**src/rtl/datapath_ctrl_pkg.sv**
```systemverilog
// datapath_ctrl_pkg: shared state encoding, condition codes and instruction field layout
package datapath_ctrl_pkg;
  typedef enum logic [1:0] {S_IDLE, S_DECODE, S_EXECUTE, S_DONE} state_t;
  localparam logic [3:0] COND_EQ = 4'h0, COND_NE = 4'h1, COND_CS = 4'h2, COND_CC = 4'h3;
  localparam logic [3:0] COND_MI = 4'h4, COND_PL = 4'h5, COND_VS = 4'h6, COND_VC = 4'h7;
  localparam logic [3:0] COND_HI = 4'h8, COND_LS = 4'h9, COND_GE = 4'hA, COND_LT = 4'hB;
  localparam logic [3:0] COND_GT = 4'hC, COND_LE = 4'hD, COND_AL = 4'hE, COND_NV = 4'hF;
  localparam int COND_LSB = 28;
  localparam int OP_LSB = 24;
  localparam int S_POS = 23;
  localparam int W_POS = 22;
  localparam int RD_LSB = 17;
  localparam int RN_LSB = 12;
  localparam int RM_LSB = 7;
  localparam int N_IDX = 3;
  localparam int Z_IDX = 2;
  localparam int C_IDX = 1;
  localparam int V_IDX = 0;
endpackage

```
**src/rtl/datapath_ctrl_cond_check.sv**
```systemverilog
// cond_check: evaluates an ARM condition field against NZCV; odd codes invert their even partner
module cond_check
  import datapath_ctrl_pkg::*;
(
  input  logic [3:0] cond,
  input  logic [3:0] nzcv,
  output logic       pass
);
  logic n, z, c, v, base;
  assign n = nzcv[N_IDX];
  assign z = nzcv[Z_IDX];
  assign c = nzcv[C_IDX];
  assign v = nzcv[V_IDX];
  always_comb begin
    base = 1'b1;
    case ({cond[3:1], 1'b0})
      COND_EQ: base = z;
      COND_CS: base = c;
      COND_MI: base = n;
      COND_VS: base = v;
      COND_HI: base = c & !z;
      COND_GE: base = n == v;
      COND_GT: base = !z & (n == v);
      default: base = 1'b1;
    endcase
    pass = base ^ cond[0];
  end
endmodule

```
**src/rtl/datapath_ctrl.sv**
```systemverilog
// datapath_ctrl: four-state sequencer driving register selects, ALU op and write enable, holding NZCV
module datapath_ctrl
  import datapath_ctrl_pkg::*;
#(
  parameter int NREG_BITS = 5,
  parameter int OP_BITS = 4
) (
  input  logic                 clock,
  input  logic                 reset,
  input  logic [31:0]          instr,
  input  logic                 instr_valid,
  output logic                 instr_ready,
  output logic [NREG_BITS-1:0] read_reg_num1,
  output logic [NREG_BITS-1:0] read_reg_num2,
  output logic [NREG_BITS-1:0] write_reg,
  output logic [OP_BITS-1:0]   alu_control,
  output logic                 regwrite,
  input  logic                 zero_flag,
  input  logic                 carry_flag,
  input  logic                 overflow_flag,
  input  logic                 negative_flag,
  output logic [3:0]           nzcv,
  output logic                 done,
  output logic                 executed
);
  state_t state;
  logic [3:0] cond_q;
  logic s_q, w_q, pass, cond_ok;
  logic unused_low_bits;
  assign unused_low_bits = ^instr[RM_LSB-1:0];
  assign instr_ready = state == S_IDLE;
  cond_check u_cond (.cond(cond_q), .nzcv(nzcv), .pass(cond_ok));
  always_ff @(posedge clock) begin
    if (!reset) begin
      state <= S_IDLE;
      read_reg_num1 <= '0;
      read_reg_num2 <= '0;
      write_reg <= '0;
      alu_control <= '0;
      nzcv <= '0;
      cond_q <= '0;
      s_q <= 1'b0;
      w_q <= 1'b0;
      pass <= 1'b0;
      regwrite <= 1'b0;
      done <= 1'b0;
      executed <= 1'b0;
    end else begin
      regwrite <= 1'b0;
      done <= 1'b0;
      executed <= 1'b0;
      case (state)
        S_IDLE: if (instr_valid) begin
          cond_q <= instr[COND_LSB +: 4];
          alu_control <= instr[OP_LSB +: OP_BITS];
          s_q <= instr[S_POS];
          w_q <= instr[W_POS];
          write_reg <= instr[RD_LSB +: NREG_BITS];
          read_reg_num1 <= instr[RN_LSB +: NREG_BITS];
          read_reg_num2 <= instr[RM_LSB +: NREG_BITS];
          state <= S_DECODE;
        end
        S_DECODE: begin
          pass <= cond_ok;
          regwrite <= cond_ok & w_q;
          done <= !cond_ok;
          state <= cond_ok ? S_EXECUTE : S_DONE;
        end
        S_EXECUTE: begin
          if (s_q) nzcv <= {negative_flag, zero_flag, carry_flag, overflow_flag};
          done <= 1'b1;
          executed <= pass;
          state <= S_DONE;
        end
        default: state <= S_IDLE;
      endcase
    end
  end
endmodule

```
**config.mk**
```make
export PLATFORM = sky130hd
export DESIGN_NAME = datapath_ctrl
export DESIGN_NICKNAME = d
export VERILOG_FILES = /design/src/rtl/datapath_ctrl_pkg.sv /design/src/rtl/datapath_ctrl_cond_check.sv /design/src/rtl/datapath_ctrl.sv
export SDC_FILE = /design/constraint.sdc
export NUM_CORES = 1
export LEC_CHECK = 0
export ABC_AREA = 1
export CAP_MARGIN = 10
export CORE_ASPECT_RATIO = 1.2
export CORE_UTILIZATION = 50
export CTS_CLUSTER_DIAMETER = 150
export DETAILED_ROUTE_END_ITERATION = 10
export DONT_BUFFER_PORTS = 1
export SLEW_MARGIN = 20
export SYNTH_ARGS = -nofsm -noshare
export SYNTH_HDL_FRONTEND = slang
export SYNTH_SLANG_ARGS = --single-unit
export TNS_END_PERCENT = 20
```
**constraint.sdc**
```tcl
create_clock -name clock -period 1.5 [get_ports clock]
set_input_delay 0.15 -clock clock [delete_from_list [all_inputs] [get_ports clock]]
set_output_delay 0.15 -clock clock [all_outputs]
set_load 0.02 [all_outputs]
```
---- Word-level counts from Yosys, hierarchy flattened ----
Index checks and enable logic that the tools add are counted.
word-level totals
  register bits after elaboration ......... 35
  bits of input ports ..................... 39
  word-level logic and storage cells ...... 40
cells by class
  eq/ne operators ......................... 10
  multiplexer cells ....................... 5
  bitwise gates (word level) .............. 4
  reduce and logical (&&, ||, !) cells .... 8
operator list
  cell                count
  $eq 3x3->1 const B  3
  $reduce_and 2->1    4
  $pmux 1 s7          1
  $eq 3x2->1 const B  2
  $pmux 2 s3          1
  $and 1x1->1         3
  $eq 3x1->1 const B  1
  $logic_not 3->1     1
  $eq 2x1->1 const B  1
  $eq 2x2->1 const B  1
  $logic_not 1->1     2
  $logic_not 2->1     1
  $mux 2              1
  $ne 2x2->1 const B  1
  $pmux 1 s2          1
  $eq 1x1->1          1
  $mux 1              1
  $xor 1x1->1         1

---- Logic depth before layout (Yosys ltp) ----
  depth after elaboration ................. 6
  depth in mapped cells ................... 12
  depth with buffers taken out ............ 12

---- Cells and area by module ----
From an unflattened synthesis, not the netlist that was laid out.
unflattened totals
  cell total of the unflattened synthesis .. 192
  area total of the unflattened synthesis .. 1411.4 um^2
by module, submodules not included
  module         times used  cells each  area each (um^2)  seq. area each (um^2)
  datapath_ctrl  1           162         1285.0            700.7
  cond_check     1           30          126.4             0.0

---- Worst setup path after synthesis ----
No wires, ideal clock.
  path kind ............................... register -> register
  start ................................... register state[0]
  end ..................................... register alu_control[0]
  library setup time ...................... 116 ps
  arrival ................................. 1307 ps
  path slack .............................. 77 ps
  stages on the path, launching flop included .. 9
  buffers on the path ..................... 2
  cells stage by stage .................... dfxtp_1 > inv_1 > ha_1 > nand2_1 > buf_2 > inv_1 > buf_2 > nor2_1 > nor2_1
on the way
  longest elaborated chain between the ends .. 2
ends and longest elaborated chain
  what                               RTL line             RTL
  start: declaration                 datapath_ctrl.sv:26  state_t state;
  start signal: assignment           datapath_ctrl.sv:67  state <= cond_ok ? S_EXECUTE : S_DONE;
  $logic_not 2->1                    --
  via instr_ready                    datapath_ctrl.sv:12  output logic instr_ready,
  $reduce_and 2->1 (no source line)  --
  end signal: assignment             datapath_ctrl.sv:55  alu_control <= instr[OP_LSB +: OP_BITS];
  end: declaration                   datapath_ctrl.sv:16  output logic [OP_BITS-1:0] alu_control,
The timed path passes the listed nets, and every way through them passes these cells.
A chain may end at the register's enable or synchronous reset.

---- Worst setup path in the final report ----
  start ................................... register state[1]
  end ..................................... register write_reg[3]
on the way
  longest elaborated chain between the ends .. 2
ends and longest elaborated chain
  what                               RTL line             RTL
  $logic_not 2->1                    datapath_ctrl.sv:52  case (state)
  $reduce_and 2->1 (no source line)  --
  end signal: assignment             datapath_ctrl.sv:58  write_reg <= instr[RD_LSB +: NREG_BITS];
  end: declaration                   datapath_ctrl.sv:15  output logic [NREG_BITS-1:0] write_reg,
No other way between the ends.

==> summary.md <==
| Metric | Value |
|---|---|
| Syn_area_per_cell | 7.625 µm² |
| Hold slack | ~0.0041 ns |
| R2R Path End | write_reg[3]$_SDFFE_PN0P_ |
| Slew @ Worst Pin | 1.011 ns |
| Antenna Nets Post-Route | 0 |
| WP depth | 6 |
| Worst Path Buf+Inv | 2 |
| Critical path fanouts, max | 28 |
| Relative slew margins | between 30 and 40% |
| Post-synthesis sequential element count | 35 |
| Placer Congestion | 0.8004 |
| Hold Crit Class | input pin to flop |
| Cell area power density | between 1500 and 2000 nW/µm² |
| Worst R2R Start | state[1]$_SDFFE_PN0P_ |
| Iteration-0 DRC Markers | 20 |
| Post-synth cell types | 17 |
| Total global routing overflow | 0 |
| Max layer used | met4 |
| CP startpoint | state[1]$_SDFFE_PN0P_ |
| Post-synthesis cell count | 181 |
| Pins Over Slew Limit | 0 |
| Leakage power | roughly 0.76 nW |
| Post-synth ARST share | 0% |
| Sequential share of the synthesized area | 50.77% |
| 1st-pass router iterations | 4 |
| DRC | 0 |
| R2R setup slack | 0.08 ns |
| Clock tree from TritonCTS | yes |
| Die area | 2975 µm² |
| Hold Path Origin | negative_flag |
| First-pass GRT wire length | 4871 µm |
| DP Worst Slack | 0.05530 ns |
| Vias | 1249 |
| Final Hold Viols | 0 |
| Share of the synthesized area in the top cell type | between 50% and 60% |
| WL met3 | 209 µm |
| Top cells by area, synth | dfxtp_1, nor2_1, o21ai_0 |
| Final Setup Violations | 0 |
| Worst EP required | 1.77 ns |
| Nets@finish | ~260 |
| Worst R2R Path Depth | 6 |
| Clk_skew | slightly above 0.009 ns |
| Die height | 59.55 µm |
| Total CTS buffers | 5 |
| WP data arrival | 1.69 ns |
| Ys Warns | 0 |
| Root Driver | clkbuf_4 |
| Final wirelength | 3160 µm |
| CTS clk-pin slew, worst paths | 0.11 ns |
| Cell area after synthesis | ~1400 µm² |
| Skew-Pair Late Insertion Delay | 0.34 ns |
| Worst path slowest cell | dfxtp_1 |
| EDFF count, synth | 0 |
| Crit path kind | flop to flop |
| Area growth, synth to finish | 29.65% |
| Unrepaired setup endpoints after global routing | false |
| CP endpoint | write_reg[3]$_SDFFE_PN0P_ |
| Largest stage delay, worst path | roughly 0.38 ns |
| Routed length per instance | 12.79 µm |
| Num Clock Sinks | 35 |
| Vias in the first global route | about 1100 |
| H-tree levels | 2 |
| Largest net degree at the start of global routing | 35 |
| Critical Path Source Type | flop |
| Number of diodes | 0 |
| Synthesized Nets | 224 |
| Initial Util | a little over half |
| Synth Flop Type | dfxtp_1 |
| Max-cap violations | 0 |
| CP delay by family, top | flip-flops |
| Setup TNS Final | 0 ns |
| Area leader, netlist | dfxtp_1 |
| Row cnt | 20 |
| CP cell instances | inv_1 > ha_1 > nand2_4 > buf_8 > o21ai_0 > nor2_1 |
| Detailed Place HPWL | roughly 1800 µm |
| Layout cells sized above 1 | 13.08% |
| Met2 wire len | approximately 1600 µm |
| I/O pin total | 66 |
| Maximum clock rate | 0.7049 GHz |
| Die Width | between 40 and 50 µm |
| Most frequent cells after synthesis | nor2_1, dfxtp_1, o21ai_0, inv_1, nand2_1 |
| Final setup margin | 0.08131 ns |
| M1 WL | 1343 µm |
| Final critical-path share of the clock period | 94.58% |
| Status | complete, no violations |
| Min Tclk post-route | between 1 and 1.5 ns |
| Core ar. | between 2000 and 3000 µm² |
| Port Buffer Count | 0 |
| Max IR drop VDD | 0.001286 V |
| Most common cell in the synthesized netlist | nor2_1 |
| DR vias/cell | 5.057 |
| Initial antenna violation count | 0 |
| Max Root-Sink Buffers | 2 |
| Element type at the critical path end | flop |
| Total GRT Usage | 22.68% |
[logic make-up (layout without fill, tap and decap cells)]
family                   after synthesis  after routing  share of synthesized area, %
AND/OR/NAND/NOR                       75             75                         22.67
AO/OA/AOI/OAI                         44             44                         16.41
flip-flops                            35             35                         50.77
buffers and inverters                 23             56                         6.527
adder cells (fa/ha/maj)                4              4                         3.627
[metal layers]
layer / vias up / track usage [%]
li1: 642 / -
met1: 561 / 24.84
met2: 41 / 38.22
met3: 5 / 9.744
met4: 0 / 9.796
met5: - / 0
[placed cells by master, fill, tap and decap left out]
master,Yosys,routed
nand2_4,0,1
ha_1,4,4
a21oi_2,1,1
dlymetal6s4s_1,0,1
nand2_2,3,3
dfxtp_2,0,1
dfxtp_1,35,34
nand4_1,1,1
buf_4,0,6
o211ai_1,1,1
nand3_1,5,5
nand2_1,14,13
clkbuf_4,0,5
dlygate4sd3_1,0,23
o21ai_0,31,31
clkinvlp_4,0,3
inv_2,1,1
nand3_2,2,2
inv_1,14,13
nor2_1,49,48
nor2_2,1,2
buf_8,0,1
a21oi_1,11,11
clkbuf_8,0,2
clkbuf_1,5,1
[worst register-to-register path, delay by kind of cell (launching register included)]
| family | cells | cell delay, ns |
|---|---|---|
| compound gates | 1 | 0.14 |
| fa+ha+maj | 1 | 0.23 |
| buf+inv | 2 | 0.29 |
| flops | 1 | 0.38 |
| simple gates | 2 | 0.31 |
[layout make-up]
class                      instances  area (µm²)
fill                             208       788.3
sequential                        35       701.9
multi-input combinational        123       599.3
timing repair buffer              31       302.8
clock buffer                       8       68.82
inverter                          15       60.06
tap                               33       41.29
timing repair inverter             2       15.01
[report_power, final]
group          switching (mW)  total, mW  internal (mW)
Combinational           0.666       1.09          0.426
Sequential              0.390       1.59           1.20
Clock                   0.307      0.582          0.276
Total                    1.36       3.26           1.90
[metrics by stage]
step	power [mW]	instance area, µm²	util [%]	instances
final	3.265	1789	69.42	247
after global routing	3.511	1789	69.42	247
after CTS	3.158	1732	67.18	243
after detailed placement	2.530	1433	55.58	212
after global placement	2.483	1433	55.58	212
after floorplan	2.326	1380	-	181
[what timing repair did]
action	in CTS	in global routing
endpoints found under the hold margin	35	1
resized for setup	0	10
hold buffers	23	1
setup buffers	0	1
setup endpoints to repair	0	31
[how the worst min path moves through the flow]
stage / cells past startpoint / slack (ns) / to
floorplan: 2 / 0.29 / cond_q[0]$_SDFFE_PN0P_
global placement: 2 / 0.29 / read_reg_num2[3]$_SDFFE_PN0P_
detailed placement: 2 / 0.29 / done$_SDFF_PN0_
CTS: 2 / 0.001 / nzcv[2]$_SDFFE_PN0P_
global route: 2 / 0.01 / nzcv[3]$_SDFFE_PN0P_
finish: 2 / 0.004 / nzcv[3]$_SDFFE_PN0P_
Power figures use the tool's default switching activity.
